### src/rtl/mul_dot_seq_if.sv
// Bundle of the operand-pair input stream, the multiplier start/busy/y link and
// the result output stream of the dot-product sequencer.
interface mul_dot_seq_if #(
    parameter int ACC_W = 24,
    parameter int CNT_W = 8
);
    logic             in_valid_i;
    logic             in_ready_o;
    logic [7:0]       in_a_i;
    logic [7:0]       in_b_i;
    logic             in_last_i;
    logic             mul_start_o;
    logic [7:0]       mul_a_o;
    logic [7:0]       mul_b_o;
    logic             mul_busy_i;
    logic [15:0]      mul_y_i;
    logic             out_valid_o;
    logic             out_ready_i;
    logic [ACC_W-1:0] out_sum_o;
    logic [CNT_W-1:0] out_cnt_o;
    logic             out_ovf_o;
    logic             err_o;

    modport slave (
        input  in_valid_i, in_a_i, in_b_i, in_last_i, mul_busy_i, mul_y_i, out_ready_i,
        output in_ready_o, mul_start_o, mul_a_o, mul_b_o,
               out_valid_o, out_sum_o, out_cnt_o, out_ovf_o, err_o
    );

    modport master (
        output in_valid_i, in_a_i, in_b_i, in_last_i, mul_busy_i, mul_y_i, out_ready_i,
        input  in_ready_o, mul_start_o, mul_a_o, mul_b_o,
               out_valid_o, out_sum_o, out_cnt_o, out_ovf_o, err_o
    );
endinterface

### src/rtl/mul_dot_seq.sv
// Dot-product sequencer feeding a start/busy/y multiplier; accepts one pair per multiply
// (in_ready only in IDLE), result held on out_valid until out_ready; watchdog on a dead multiplier.
module mul_dot_seq #(
    parameter int ACC_W = 24,
    parameter int CNT_W = 8,
    parameter int TMO   = 15
) (
    input  logic          clk_i,
    input  logic          rst_ni,
    mul_dot_seq_if.slave  bus
);
    localparam int WD_W = $clog2(TMO + 1);

    typedef enum logic [2:0] {
        S_IDLE,
        S_ISSUE,
        S_WAIT_HI,
        S_WAIT_LO,
        S_OUT
    } state_t;

    state_t           state_q, state_d;
    logic [ACC_W-1:0] acc_q, acc_d;
    logic [CNT_W-1:0] cnt_q, cnt_d;
    logic             ovf_q, ovf_d;
    logic             err_q, err_d;
    logic             last_q, last_d;
    logic [7:0]       mul_a_q, mul_a_d;
    logic [7:0]       mul_b_q, mul_b_d;
    logic [WD_W-1:0]  wd_q, wd_d;
    logic [ACC_W:0]   sum_ext;

    always_ff @(posedge clk_i or negedge rst_ni) begin
        if (!rst_ni) begin
            state_q <= S_IDLE;
            acc_q   <= '0;
            cnt_q   <= '0;
            ovf_q   <= 1'b0;
            err_q   <= 1'b0;
            last_q  <= 1'b0;
            mul_a_q <= '0;
            mul_b_q <= '0;
            wd_q    <= '0;
        end else begin
            state_q <= state_d;
            acc_q   <= acc_d;
            cnt_q   <= cnt_d;
            ovf_q   <= ovf_d;
            err_q   <= err_d;
            last_q  <= last_d;
            mul_a_q <= mul_a_d;
            mul_b_q <= mul_b_d;
            wd_q    <= wd_d;
        end
    end

    always_comb begin
        state_d = state_q;
        acc_d   = acc_q;
        cnt_d   = cnt_q;
        ovf_d   = ovf_q;
        err_d   = err_q;
        last_d  = last_q;
        mul_a_d = mul_a_q;
        mul_b_d = mul_b_q;
        wd_d    = wd_q;
        // Extra top bit is the wrap-around carry of this accumulation.
        sum_ext = {1'b0, acc_q} + {{(ACC_W - 15){1'b0}}, bus.mul_y_i};

        case (state_q)
            S_IDLE: begin
                if (bus.in_valid_i) begin
                    mul_a_d = bus.in_a_i;
                    mul_b_d = bus.in_b_i;
                    last_d  = bus.in_last_i;
                    state_d = S_ISSUE;
                end
            end
            S_ISSUE: begin
                wd_d    = '0;
                state_d = S_WAIT_HI;
            end
            S_WAIT_HI: begin
                if (bus.mul_busy_i) begin
                    state_d = S_WAIT_LO;
                end else begin
                    wd_d = wd_q + 1'b1;
                    // Dead multiplier: drop this pair but still close a last-flagged product.
                    if (wd_d == WD_W'(TMO)) begin
                        err_d   = 1'b1;
                        state_d = last_q ? S_OUT : S_IDLE;
                    end
                end
            end
            S_WAIT_LO: begin
                if (!bus.mul_busy_i) begin
                    acc_d   = sum_ext[ACC_W-1:0];
                    ovf_d   = ovf_q | sum_ext[ACC_W];
                    cnt_d   = cnt_q + 1'b1;
                    state_d = last_q ? S_OUT : S_IDLE;
                end
            end
            S_OUT: begin
                if (bus.out_ready_i) begin
                    acc_d   = '0;
                    cnt_d   = '0;
                    ovf_d   = 1'b0;
                    state_d = S_IDLE;
                end
            end
            default: state_d = S_IDLE;
        endcase
    end

    assign bus.in_ready_o  = (state_q == S_IDLE);
    assign bus.mul_start_o = (state_q == S_ISSUE);
    assign bus.out_valid_o = (state_q == S_OUT);
    assign bus.mul_a_o     = mul_a_q;
    assign bus.mul_b_o     = mul_b_q;
    assign bus.out_sum_o   = acc_q;
    assign bus.out_cnt_o   = cnt_q;
    assign bus.out_ovf_o   = ovf_q;
    assign bus.err_o       = err_q;
endmodule

### src/flat_wrapper.sv
// flat-port wrapper written by rule: the top's interface ports become plain ports
module mul_dot_seq_flat 
#(
    parameter int ACC_W = 24,
    parameter int CNT_W = 8,
    parameter int TMO   = 15
)
  (clk_i, rst_ni, bus_in_valid_i, bus_in_a_i, bus_in_b_i, bus_in_last_i, bus_mul_busy_i, bus_mul_y_i, bus_out_ready_i, bus_in_ready_o, bus_mul_start_o, bus_mul_a_o, bus_mul_b_o, bus_out_valid_o, bus_out_sum_o, bus_out_cnt_o, bus_out_ovf_o, bus_err_o);
  mul_dot_seq_if #(.ACC_W(ACC_W), .CNT_W(CNT_W)) bus_i ();
  input  logic clk_i;
  input  logic rst_ni;
  input wire logic [$bits(bus_i.in_valid_i)-1:0] bus_in_valid_i;
  input wire logic [$bits(bus_i.in_a_i)-1:0] bus_in_a_i;
  input wire logic [$bits(bus_i.in_b_i)-1:0] bus_in_b_i;
  input wire logic [$bits(bus_i.in_last_i)-1:0] bus_in_last_i;
  input wire logic [$bits(bus_i.mul_busy_i)-1:0] bus_mul_busy_i;
  input wire logic [$bits(bus_i.mul_y_i)-1:0] bus_mul_y_i;
  input wire logic [$bits(bus_i.out_ready_i)-1:0] bus_out_ready_i;
  output wire logic [$bits(bus_i.in_ready_o)-1:0] bus_in_ready_o;
  output wire logic [$bits(bus_i.mul_start_o)-1:0] bus_mul_start_o;
  output wire logic [$bits(bus_i.mul_a_o)-1:0] bus_mul_a_o;
  output wire logic [$bits(bus_i.mul_b_o)-1:0] bus_mul_b_o;
  output wire logic [$bits(bus_i.out_valid_o)-1:0] bus_out_valid_o;
  output wire logic [$bits(bus_i.out_sum_o)-1:0] bus_out_sum_o;
  output wire logic [$bits(bus_i.out_cnt_o)-1:0] bus_out_cnt_o;
  output wire logic [$bits(bus_i.out_ovf_o)-1:0] bus_out_ovf_o;
  output wire logic [$bits(bus_i.err_o)-1:0] bus_err_o;
  assign bus_i.in_valid_i = bus_in_valid_i;
  assign bus_i.in_a_i = bus_in_a_i;
  assign bus_i.in_b_i = bus_in_b_i;
  assign bus_i.in_last_i = bus_in_last_i;
  assign bus_i.mul_busy_i = bus_mul_busy_i;
  assign bus_i.mul_y_i = bus_mul_y_i;
  assign bus_i.out_ready_i = bus_out_ready_i;
  assign bus_in_ready_o = bus_i.in_ready_o;
  assign bus_mul_start_o = bus_i.mul_start_o;
  assign bus_mul_a_o = bus_i.mul_a_o;
  assign bus_mul_b_o = bus_i.mul_b_o;
  assign bus_out_valid_o = bus_i.out_valid_o;
  assign bus_out_sum_o = bus_i.out_sum_o;
  assign bus_out_cnt_o = bus_i.out_cnt_o;
  assign bus_out_ovf_o = bus_i.out_ovf_o;
  assign bus_err_o = bus_i.err_o;
  mul_dot_seq #(.ACC_W(ACC_W), .CNT_W(CNT_W), .TMO(TMO)) u_core (.clk_i(clk_i), .rst_ni(rst_ni), .bus(bus_i));
endmodule
### config.mk
export PLATFORM = sky130hd
export DESIGN_NAME = mul_dot_seq_flat
export DESIGN_NICKNAME = d
export VERILOG_FILES = /design/src/rtl/mul_dot_seq_if.sv /design/src/rtl/mul_dot_seq.sv /design/src/flat_wrapper.sv
export SDC_FILE = /design/constraint.sdc
export NUM_CORES = 1
export LEC_CHECK = 0
export CAP_MARGIN = 20
export CORE_ASPECT_RATIO = 0.6
export CORE_MARGIN = 4
export CORE_UTILIZATION = 52
export DETAILED_ROUTE_END_ITERATION = 10
export PLACE_DENSITY = 0.87
export SLEW_MARGIN = 20
export SYNTH_ARGS = -nofsm -noshare
export SYNTH_HDL_FRONTEND = slang
export SYNTH_SLANG_ARGS = --single-unit
### constraint.sdc
create_clock -name clk_i -period 5.16 [get_ports clk_i]
set_clock_uncertainty 0.2 [all_clocks]
set_input_delay 0.774 -clock clk_i [delete_from_list [all_inputs] [get_ports clk_i]]
set_output_delay 0.774 -clock clk_i [all_outputs]
set_load 0.01 [all_outputs]
==> Word level (Yosys, flattened, before mapping) <==
Cells that the tools add are included.
{ "word_totals": {"inputBits": 38, "out_inout_bits": 53, "wordCells": 50, "ff_bits": 58} }
{ "op_classes": {"mux": 18, "n_reduce_logical": 8, "n_eq_ne": 10, "n_bitwise": 2, "n_addsub": 3} }
{ "op_table": {"columns": ["op", "n"], "rows": [
  ["$mux 24", 2],
  ["$pmux 24 s2", 1],
  ["$add 24x16->25", 1],
  ["$mux 3", 6],
  ["$mux 8", 2],
  ["$pmux 8 s2", 1],
  ["$pmux 3 s5", 1],
  ["$add 8x1->8 const B", 1],
  ["$ne 2x2->1 const B", 4],
  ["$pmux 4 s2", 1],
  ["$eq 3x2->1 const B", 2],
  ["$reduce_and 3->1", 2],
  ["$add 4x1->4 const B", 1],
  ["$eq 4x4->1 const B", 1],
  ["$mux 4", 1],
  ["$reduce_and 2->1", 2],
  ["$reduce_and 4->1", 1],
  ["$reduce_bool 2->1", 2],
  ["$eq 3x1->1 const B", 1],
  ["$eq 3x3->1 const B", 1],
  ["$logic_not 3->1", 1],
  ["$ne 3x2->1 const B", 1],
  ["$mux 1", 2],
  ["$pmux 1 s2", 1],
  ["2 further kinds", 2]
]} }

==> Logic depth before layout (Yosys ltp) <==
Gate-level depths: netlist of run 1.
{ "depth": {"ltp_word": 5, "depth_mapped": 10, "mapped_depth_nobuf": 10} }

==> Worst setup path before layout of run 1 <==
OpenSTA, ideal clock, no wires.
{ "synth_timing": {"path_type": "input-to-reg", "startpoint": "in bus_mul_y_i[0]", "endpoint": "reg u_core.acc_q[20] (netlist: u_core.bus.out_sum_o[20])", "t_required_ns": 4.828, "stages": 10, "path_buffers": 0, "slack_ns": 2.422, "setup_ns": 0.132, "arrival_time_ns": 2.406, "path_cell_list": "ha_1 -> inv_1 -> fa_1 -> nand2b_1 -> a21oi_1 -> o211ai_1 -> a31oi_1 -> nand4_1 -> xor2_1 -> nor2_1"} }
{ "synth_via": {"elab_chain_len": 3} }
{ "synth_rtl": {"columns": ["item", "line_no", "rtl"], "rows": [
  ["from (decl)", "flat_wrapper.sv:17", "input wire logic [$bits(bus_i.mul_y_i)-1:0] bus_mul_y_i;"],
  ["$add 24x16->25", "mul_dot_seq.sv:68", "sum_ext = {1'b0, acc_q} + {{(ACC_W - 15){1'b0}}, bus.mul_y_i};"],
  ["$mux 24", "mul_dot_seq.sv:96", "if (!bus.mul_busy_i) begin"],
  ["$pmux 24 s2", "mul_dot_seq.sv:70", "case (state_q)"],
  ["to (signal assigned)", "mul_dot_seq.sv:36", "acc_q <= '0;"],
  ["to (signal assigned)", "mul_dot_seq.sv:46", "acc_q <= acc_d;"],
  ["to (decl)", "mul_dot_seq.sv:23", "logic [ACC_W-1:0] acc_q, acc_d;"]
]} }
Every way passes these cells. The select of a mux whose other input is x is not followed.
A chain may end at the register's enable or synchronous reset.

==> Worst setup path after layout of run 1 <==
{ "layout_timing": {"startpoint": "in bus_mul_busy_i", "endpoint": "reg u_core.acc_q[21] (netlist: u_core.bus.out_sum_o[21])"} }
{ "layout_via": {"elab_chain_len": 2} }
{ "layout_rtl": {"columns": ["item", "line_no", "rtl"], "rows": [
  ["from (decl)", "flat_wrapper.sv:16", "input wire logic [$bits(bus_i.mul_busy_i)-1:0] bus_mul_busy_i;"],
  ["$ne 2x2->1 (no source line)", null, null],
  ["$reduce_and 3->1 (no source line)", null, null]
]} }
Every way passes these cells.

==> summary.md, run 1 <==
| Metric | Value |
|---|---|
| First-pass GRT wire length | `14,200 microns` |
| HPWL Detailed | `6210 microns` |
| Family with the most delay on the worst path | `simple AND/OR/NAND/NOR gates` |
| Measured slew at the worst slew-check pin | `0.768 ns` |
| Combined area of the multi-input logic cells | `1730 sq um` |
| Area used by sequential logic in the layout | `1450 sq um` |
| WL final | `8420 microns` |
| Setup-failing EPs final | `0` |
| Area share of the leading cell type in the synthesized netlist | `44.4%` |
| Sum of overflow across all layers after global routing | `0` |
| DR iter-0 viols | `175` |
| Number of warnings reported in the yosys synthesis log | `0` |
| Later-pin clock latency in the skew report | `0.34 ns` |
| Beginning of the worst hold path | `u_core.bus.err_o` |
| X dimension of the die | `110 microns` |
| Startpoint Class | `primary input` |
| Routed wire length per instance | `16.4 microns` |
| Ys async rst share | `100%` |
| Combined global-route utilization of all metal layers | `23.6%` |
| Maximum number of pins on one net before global-route repair | `59` |
| Fillers | `484` |
| Most frequent cell after synthesis | `sky130_fd_sc_hd__dfrtp_1` |
| Number of global-route vias before repair | `2,966` |
| Number of ports placed on the die boundary | `91` |
| Library cell contributing the largest single delay on the critical path | `sky130_fd_sc_hd__or4b_1` |
| Power density cells | `545 nW/um^2` |
| Setup TNS | `0 ns` |
| Final hold violation count | `0` |
| Number of buffers created by CTS | `9` |
| Register share of total power | `33.1%` |
| Proportion of layout cells with a drive suffix above 1 | `9.56%` |
| Endpoint of the lowest-slack register-to-register path | `u_core.bus.out_sum_o[21]` |
| Vias per cell | `5.62` |
| TritonCTS clock tree | `done` |
| Placeable Area | `6110 sq um` |
| Prevailing post-synth register cell | `sky130_fd_sc_hd__dfrtp_1` |
| Pins Over Slew Limit | `0` |
| Post-CTS Hold Buffers | `0` |
| Netlist Area Pre-Place | `3270 sq um` |
| Net switching power of the design | `923 uW` |
| DP Area | `4240 sq um` |
| Setup repair after global routing missed its margin | `false` |
| Final weighted congestion of routability-driven global placement | `0.857` |
| DRT Pass-1 Iters | `4` |
| Post-CTS sizing | `0` |
| Root Driver | `sky130_fd_sc_hd__clkbuf_8` |
| Residual antenna-violating net count after detailed routing | `0` |
| Required time worst endpoint | `5.16 ns` |
| Vias after detailed routing | `2,884` |
| Utilization of the core after routing | `72.3%` |
| Min-Delay Path Depth | `1` |
| Kind of capture point of the worst setup path | `register` |
| Synth top cells by count | `sky130_fd_sc_hd__dfrtp_1 (58), sky130_fd_sc_hd__nand2_1 (31), sky130_fd_sc_hd__o21ai_0 (26)` |
| Antenna violations before repair | `0` |
| Setup CP Type | `in -> reg` |
| PnR Total Power | `2410 uW` |
| DRC Markers | `0` |
| Tmin final | `3.38 ns` |
| Peak ir drop on the vdd network | `0.000254 V` |
| Syn_nets | `390` |
| Number of synthesized register bits | `58` |
| Setup slack, reg-to-reg | `2.04 ns` |
| Number of instances in the synthesized netlist | `332` |
| Worst hold path class | `reg -> reg` |
| Number of buffers between clock root and the deepest sink | `2` |
| CP Buf/Inv Count | `1` |
| Lkg Pwr | `0.00195 uW` |
| Syn Area/Cell | `9.84 sq um` |
| Count of cell types in the netlist | `47` |
| Starting utilization of the core area | `53.4%` |
| Endpoint arrival time on the critical path | `3.38 ns` |
| Largest area contributor in the synthesized netlist | `sky130_fd_sc_hd__dfrtp_1` |
| Number of I/O port buffers | `90` |
| Reg2reg path depth | `9` |
| Buffers inserted by post-CTS timing repair | `0` |
| Max-cap viol count | `0` |
| Area growth from synthesis to layout | `35.4%` |
| Post-route design area | `4420 sq um` |
| Relative slew slack | `48.8%` |
| Net switching fraction of the power | `38.4%` |
| Cell types occupying the most area after synthesis | `sky130_fd_sc_hd__dfrtp_1 (44%), sky130_fd_sc_hd__ha_1 (7.3%), sky130_fd_sc_hd__mux2_2 (5.9%)` |
| Worst reg2reg path startpoint | `u_core.state_q[0]` |
| Die Height | `69.4 microns` |
| Die area | `7650 sq um` |
| Part of the power in the clock network | `16.9%` |
| Final worst path period share | `65.5%` |
| # H-tree levels | `3` |
| Sequential share of the synthesized area | `44.4%` |
| Net count, final | `482` |
| Clk slew on worst S/H paths | `0.07 ns` |
| Internal cell power | `1480 uW` |
| Count of flip-flops with a built-in enable after synthesis | `0` |
| Clock Sinks | `58` |
| Number of rows in the core area | `22` |
| Outcome | `finished, final reports clean` |
| Max Freq | `296 MHz` |
| Logic pwr share | `49.9%` |
| Diodes inserted | `0` |
| Hold Crit Endpoint | `u_core.bus.err_o` |
| Crit path max fanout | `16` |
| Critical path, cell by cell | `clkdlybuf4s50_1 > and2b_1 > and3b_1 > nor2_2 > or4b_1 > a31oi_1 > xnor2_1 > nor2_1` |
| Delay contributed by the slowest stage of the critical path | `0.58 ns` |
-- state kept, by name (all words and copies together) (netlist names) --
signal	cells
u_core.bus.out_sum_o	24
u_core.bus.mul_a_o	8
u_core.bus.mul_b_o	8
u_core.bus.out_cnt_o	8
u_core.wd_q	4
u_core.state_q	3
u_core.bus.err_o	1
u_core.bus.out_ovf_o	1
u_core.last_q	1
-- worst max path at each step --
stage,start,end,slack [ns],cells after the start
floorplan,bus_mul_y_i[0],u_core.bus.out_sum_o[20],2.42,10
global placement,bus_mul_busy_i,u_core.bus.out_sum_o[21],1.62,8
detailed placement,bus_mul_busy_i,u_core.bus.out_sum_o[21],1.49,8
CTS,bus_mul_busy_i,u_core.bus.out_sum_o[21],1.85,8
global route,bus_mul_busy_i,u_core.bus.out_sum_o[21],1.66,8
finish,bus_mul_busy_i,u_core.bus.out_sum_o[21],1.78,8
-- power groups by stage --
stage,registers [uW],clock network (uW),logic [uW]
2_1_floorplan,823,0,662
3_3_place_gp,789,0,1160
3_5_place_dp,800,0,1200
4_1_cts,795,417,1210
5_1_grt,825,438,1330
6_report,798,407,1200
-- cell usage in the layout (no fill, tap or decap), drive strengths merged, types with 3 or more instances in the layout --
master / n
nand4: 5
clkdlybuf4s50: 89
a21o: 6
o21ai: 27
xnor2: 16
and3: 4
mux2: 17
a22o: 3
nor2: 24
dfrtp: 58
a31oi: 5
o21bai: 3
buf: 3
a21oi: 17
nor3b: 5
inv: 12
nand3: 18
xor2: 12
nand2: 31
nor3: 3
ha: 19
and2: 4
clkbuf: 11
clkinv: 3
nand2b: 4
-- final cells by class --
cell class	instances	area share [%]
inverters	11	0.934
clock inverters	5	1.22
repair buffers	92	20.6
multi-input cells	252	39.1
flip-flops and latches	58	32.8
well taps	84	2.38
clock buffers	11	2.97
-- stage by stage --
stage	instances	setup slack (ns)	hold slack [ns]
2_1_floorplan	332	2.42	0.273
3_3_place_gp	497	1.62	0.253
3_5_place_dp	497	1.49	0.261
4_1_cts	513	1.85	0.276
5_1_grt	513	1.66	0.287
6_report	513	1.78	0.277
-- metal layers --
layer	wire, microns	GRT usage, %
met1	3860	32.6
met2	3870	35.8
met3	570	6.23
met4	119	7.92
met5	0	0
-- cells by family (layout without fill, tap and decap cells) --
kind of cell / after synthesis / in the layout / synth area share [%]
XOR/XNOR: 28 / 28 / 7.51
adder cells (fa/ha/maj): 20 / 20 / 7.89
AO/OA/AOI/OAI: 75 / 75 / 14.1
flip-flops: 58 / 58 / 44.4
multiplexers: 19 / 19 / 6.48
buffers and inverters: 22 / 119 / 2.68
AND/OR/NAND/NOR: 110 / 110 / 16.9
Power figures use the tool's default switching activity.
==> run 2, diff against run 1 <==
CORE_UTILIZATION = 48   (was 52)
PLACE_DENSITY = 0.81   (was 0.87)
clock period = 3.3 ns   (was 5.16 ns; I/O delays follow)
==> run 2 against run 1 <==
Setup slack lost 1.4 ns. Total power grew 80%. First-iteration DRC count grew 46%. Core utilization grew 0.76 points. Non-clock buffer count grew 6.
==> summary.md, run 2 (synthesis gave the netlist of run 1 again) <==
| Metric | Value |
|---|---|
| DR iter-0 viols | `255` |
| Die area | `8230 sq um` |
| Post-CTS Hold Buffers | `0` |
| Proportion of layout cells with a drive suffix above 1 | `11.0%` |
| Combined global-route utilization of all metal layers | `23.3%` |
| Net count, final | `488` |
| Measured slew at the worst slew-check pin | `0.801 ns` |
| WL final | `9010 microns` |
| Number of buffers between clock root and the deepest sink | `2` |
| Power density cells | `934 nW/um^2` |
| Number of ports placed on the die boundary | `91` |
| DRT Pass-1 Iters | `4` |
| First-pass GRT wire length | `14,900 microns` |
| Max Freq | `345 MHz` |
| Setup repair after global routing missed its margin | `false` |
| Endpoint arrival time on the critical path | `2.96 ns` |
| Area used by sequential logic in the layout | `1450 sq um` |
| Sum of overflow across all layers after global routing | `0` |
| Placeable Area | `6360 sq um` |
| Lkg Pwr | `0.00206 uW` |
| Vias per cell | `5.61` |
| Fillers | `466` |
| Worst hold path class | `in -> async` |
| Clk slew on worst S/H paths | `0.05 ns` |
| Maximum number of pins on one net before global-route repair | `59` |
| Diodes inserted | `0` |
| Routed wire length per instance | `17.4 microns` |
| Placed Instances | `503` |
| Met3 Usage GRT | `8.92%` |
| DRC Markers | `0` |
| Residual antenna-violating net count after detailed routing | `0` |
| Root Driver | `sky130_fd_sc_hd__clkbuf_16` |
| Tmin final | `2.90 ns` |
| Number of rows in the core area | `22` |
| Number of I/O port buffers | `90` |
| Setup TNS | `0 ns` |
| Number of global-route vias before repair | `3,028` |
| Crit path max fanout | `5` |
| Die Height | `71.9 microns` |
| Final weighted congestion of routability-driven global placement | `0.865` |
| Final hold violation count | `0` |
| Setup CP Type | `in -> reg` |
| Setup-failing EPs final | `0` |
| Starting utilization of the core area | `51.4%` |
| # H-tree levels | `3` |
| Routing usage on met2 | `33.8%` |
| Most common cell after layout, fill and taps aside | `sky130_fd_sc_hd__clkdlybuf4s50_1` |
| Clock Sinks | `58` |
| HPWL Detailed | `6650 microns` |
| X dimension of the die | `114 microns` |
| Pins Over Slew Limit | `0` |
| Max-cap viol count | `0` |
| Required time worst endpoint | `3.36 ns` |
| Number of buffers created by CTS | `9` |
| Area growth from synthesis to layout | `42.3%` |
| Peak ir drop on the vdd network | `0.000656 V` |
| GRT busiest layer | `met2` |
| Global-route met1 utilization | `32.9%` |
| Vias after detailed routing | `2,913` |
| Buffers inserted by post-CTS timing repair | `0` |
| Relative slew slack | `46.6%` |
| Final worst path period share | `87.8%` |
| Post-Layout Cell Count | `519` |
| Highest-count cells in the layout ignoring fill and taps | `sky130_fd_sc_hd__clkdlybuf4s50_1 (89), sky130_fd_sc_hd__dfrtp_1 (58), sky130_fd_sc_hd__nand2_1 (31), sky130_fd_sc_hd__o21ai_0 (26), sky130_fd_sc_hd__nor2_1 (22)` |
| Antenna violations before repair | `0` |
| Startpoint Class | `primary input` |
| Combined area of the multi-input logic cells | `1730 sq um` |
| Post-CTS sizing | `0` |
| Outcome | `finished, final reports clean` |
| Flip-flop count of the largest register after layout | `24` |
| Later-pin clock latency in the skew report | `0.33 ns` |
| TritonCTS clock tree | `done` |
| Kind of capture point of the worst setup path | `register` |
-- run 2: cell types whose count changed in the layout (fill, tap and decap cells not counted) --
cell | previous run | this run
sky130_fd_sc_hd__clkbuf_16 | 0 | 9
sky130_fd_sc_hd__clkbuf_8 | 9 | 1
sky130_fd_sc_hd__buf_4 | 2 | 8
sky130_fd_sc_hd__bufinv_16 | 1 | 4
sky130_fd_sc_hd__clkinv_2 | 3 | 1
sky130_fd_sc_hd__clkbuf_1 | 2 | 1
sky130_fd_sc_hd__inv_6 | 1 | 0
-- run 2: worst paths after layout --
path                                       endpoint  slack, ns  cells after the start                    start
max                        u_core.bus.out_sum_o[20]       0.40                     11           bus_mul_y_i[0]
min                           u_core.bus.mul_a_o[5]       0.12                      2                   rst_ni
max reg2reg                u_core.bus.out_sum_o[12]       0.62                      8  u_core.bus.out_sum_o[4]
min reg2reg                        u_core.bus.err_o       0.28                      1         u_core.bus.err_o
max in group asynchronous   u_core.bus.out_sum_o[5]       2.28                      2                   rst_ni
min in group clk_i                 u_core.bus.err_o       0.28                      1         u_core.bus.err_o
-- run 2: metal layers --
metal / vias up / routed length [microns]
li1: 1379 / -
met1: 1422 / 4300
met2: 99 / 4050
met3: 13 / 558
met4: 0 / 99
met5: - / 0
-- run 2: stage by stage --
step | power [uW] | worst slack (ns) | cell area, sq um | util [%] | hold WS [ns]
global route | 4600 | 0.211 | 4650 | 73.1 | 0.184
CTS | 4360 | 0.398 | 4650 | 73.1 | 0.139
detailed placement | 3170 | 0.0629 | 4280 | 67.3 | 0.274
floorplan | 2320 | 0.841 | 3270 | - | -0.000591
finish | 4340 | 0.404 | 4650 | 73.1 | 0.117
global placement | 3090 | 0.167 | 4280 | 67.3 | 0.250
-- run 2: worst max-delay path, stage by stage --
cell	delay [ns]
sky130_fd_sc_hd__clkdlybuf4s50_1	0.46
sky130_fd_sc_hd__ha_1	0.16
sky130_fd_sc_hd__inv_1	0.06
sky130_fd_sc_hd__fa_1	0.41
sky130_fd_sc_hd__nand2b_1	0.19
sky130_fd_sc_hd__a21oi_1	0.18
sky130_fd_sc_hd__o211ai_1	0.15
sky130_fd_sc_hd__a31oi_1	0.40
sky130_fd_sc_hd__nand4_1	0.18
sky130_fd_sc_hd__xor2_1	0.17
sky130_fd_sc_hd__nor2_1	0.09
-- run 2: cell type report --
class                   count  share of cell area [%]
clock buffers              11                    5.22
clock inverters             5                    2.69
inverters                  11                   0.888
multi-input cells         252                    37.1
flip-flops and latches     58                    31.2
well taps                  84                    2.26
repair buffers             98                    20.6
-- run 2: report_power, final --
| part | switching (uW) | internal (uW) | total [uW] |
|---|---|---|---|
| clock | 316 | 832 | 1150 |
| sequential | 272 | 982 | 1250 |
| combinational | 918 | 1020 | 1940 |
| total | 1510 | 2830 | 4340 |
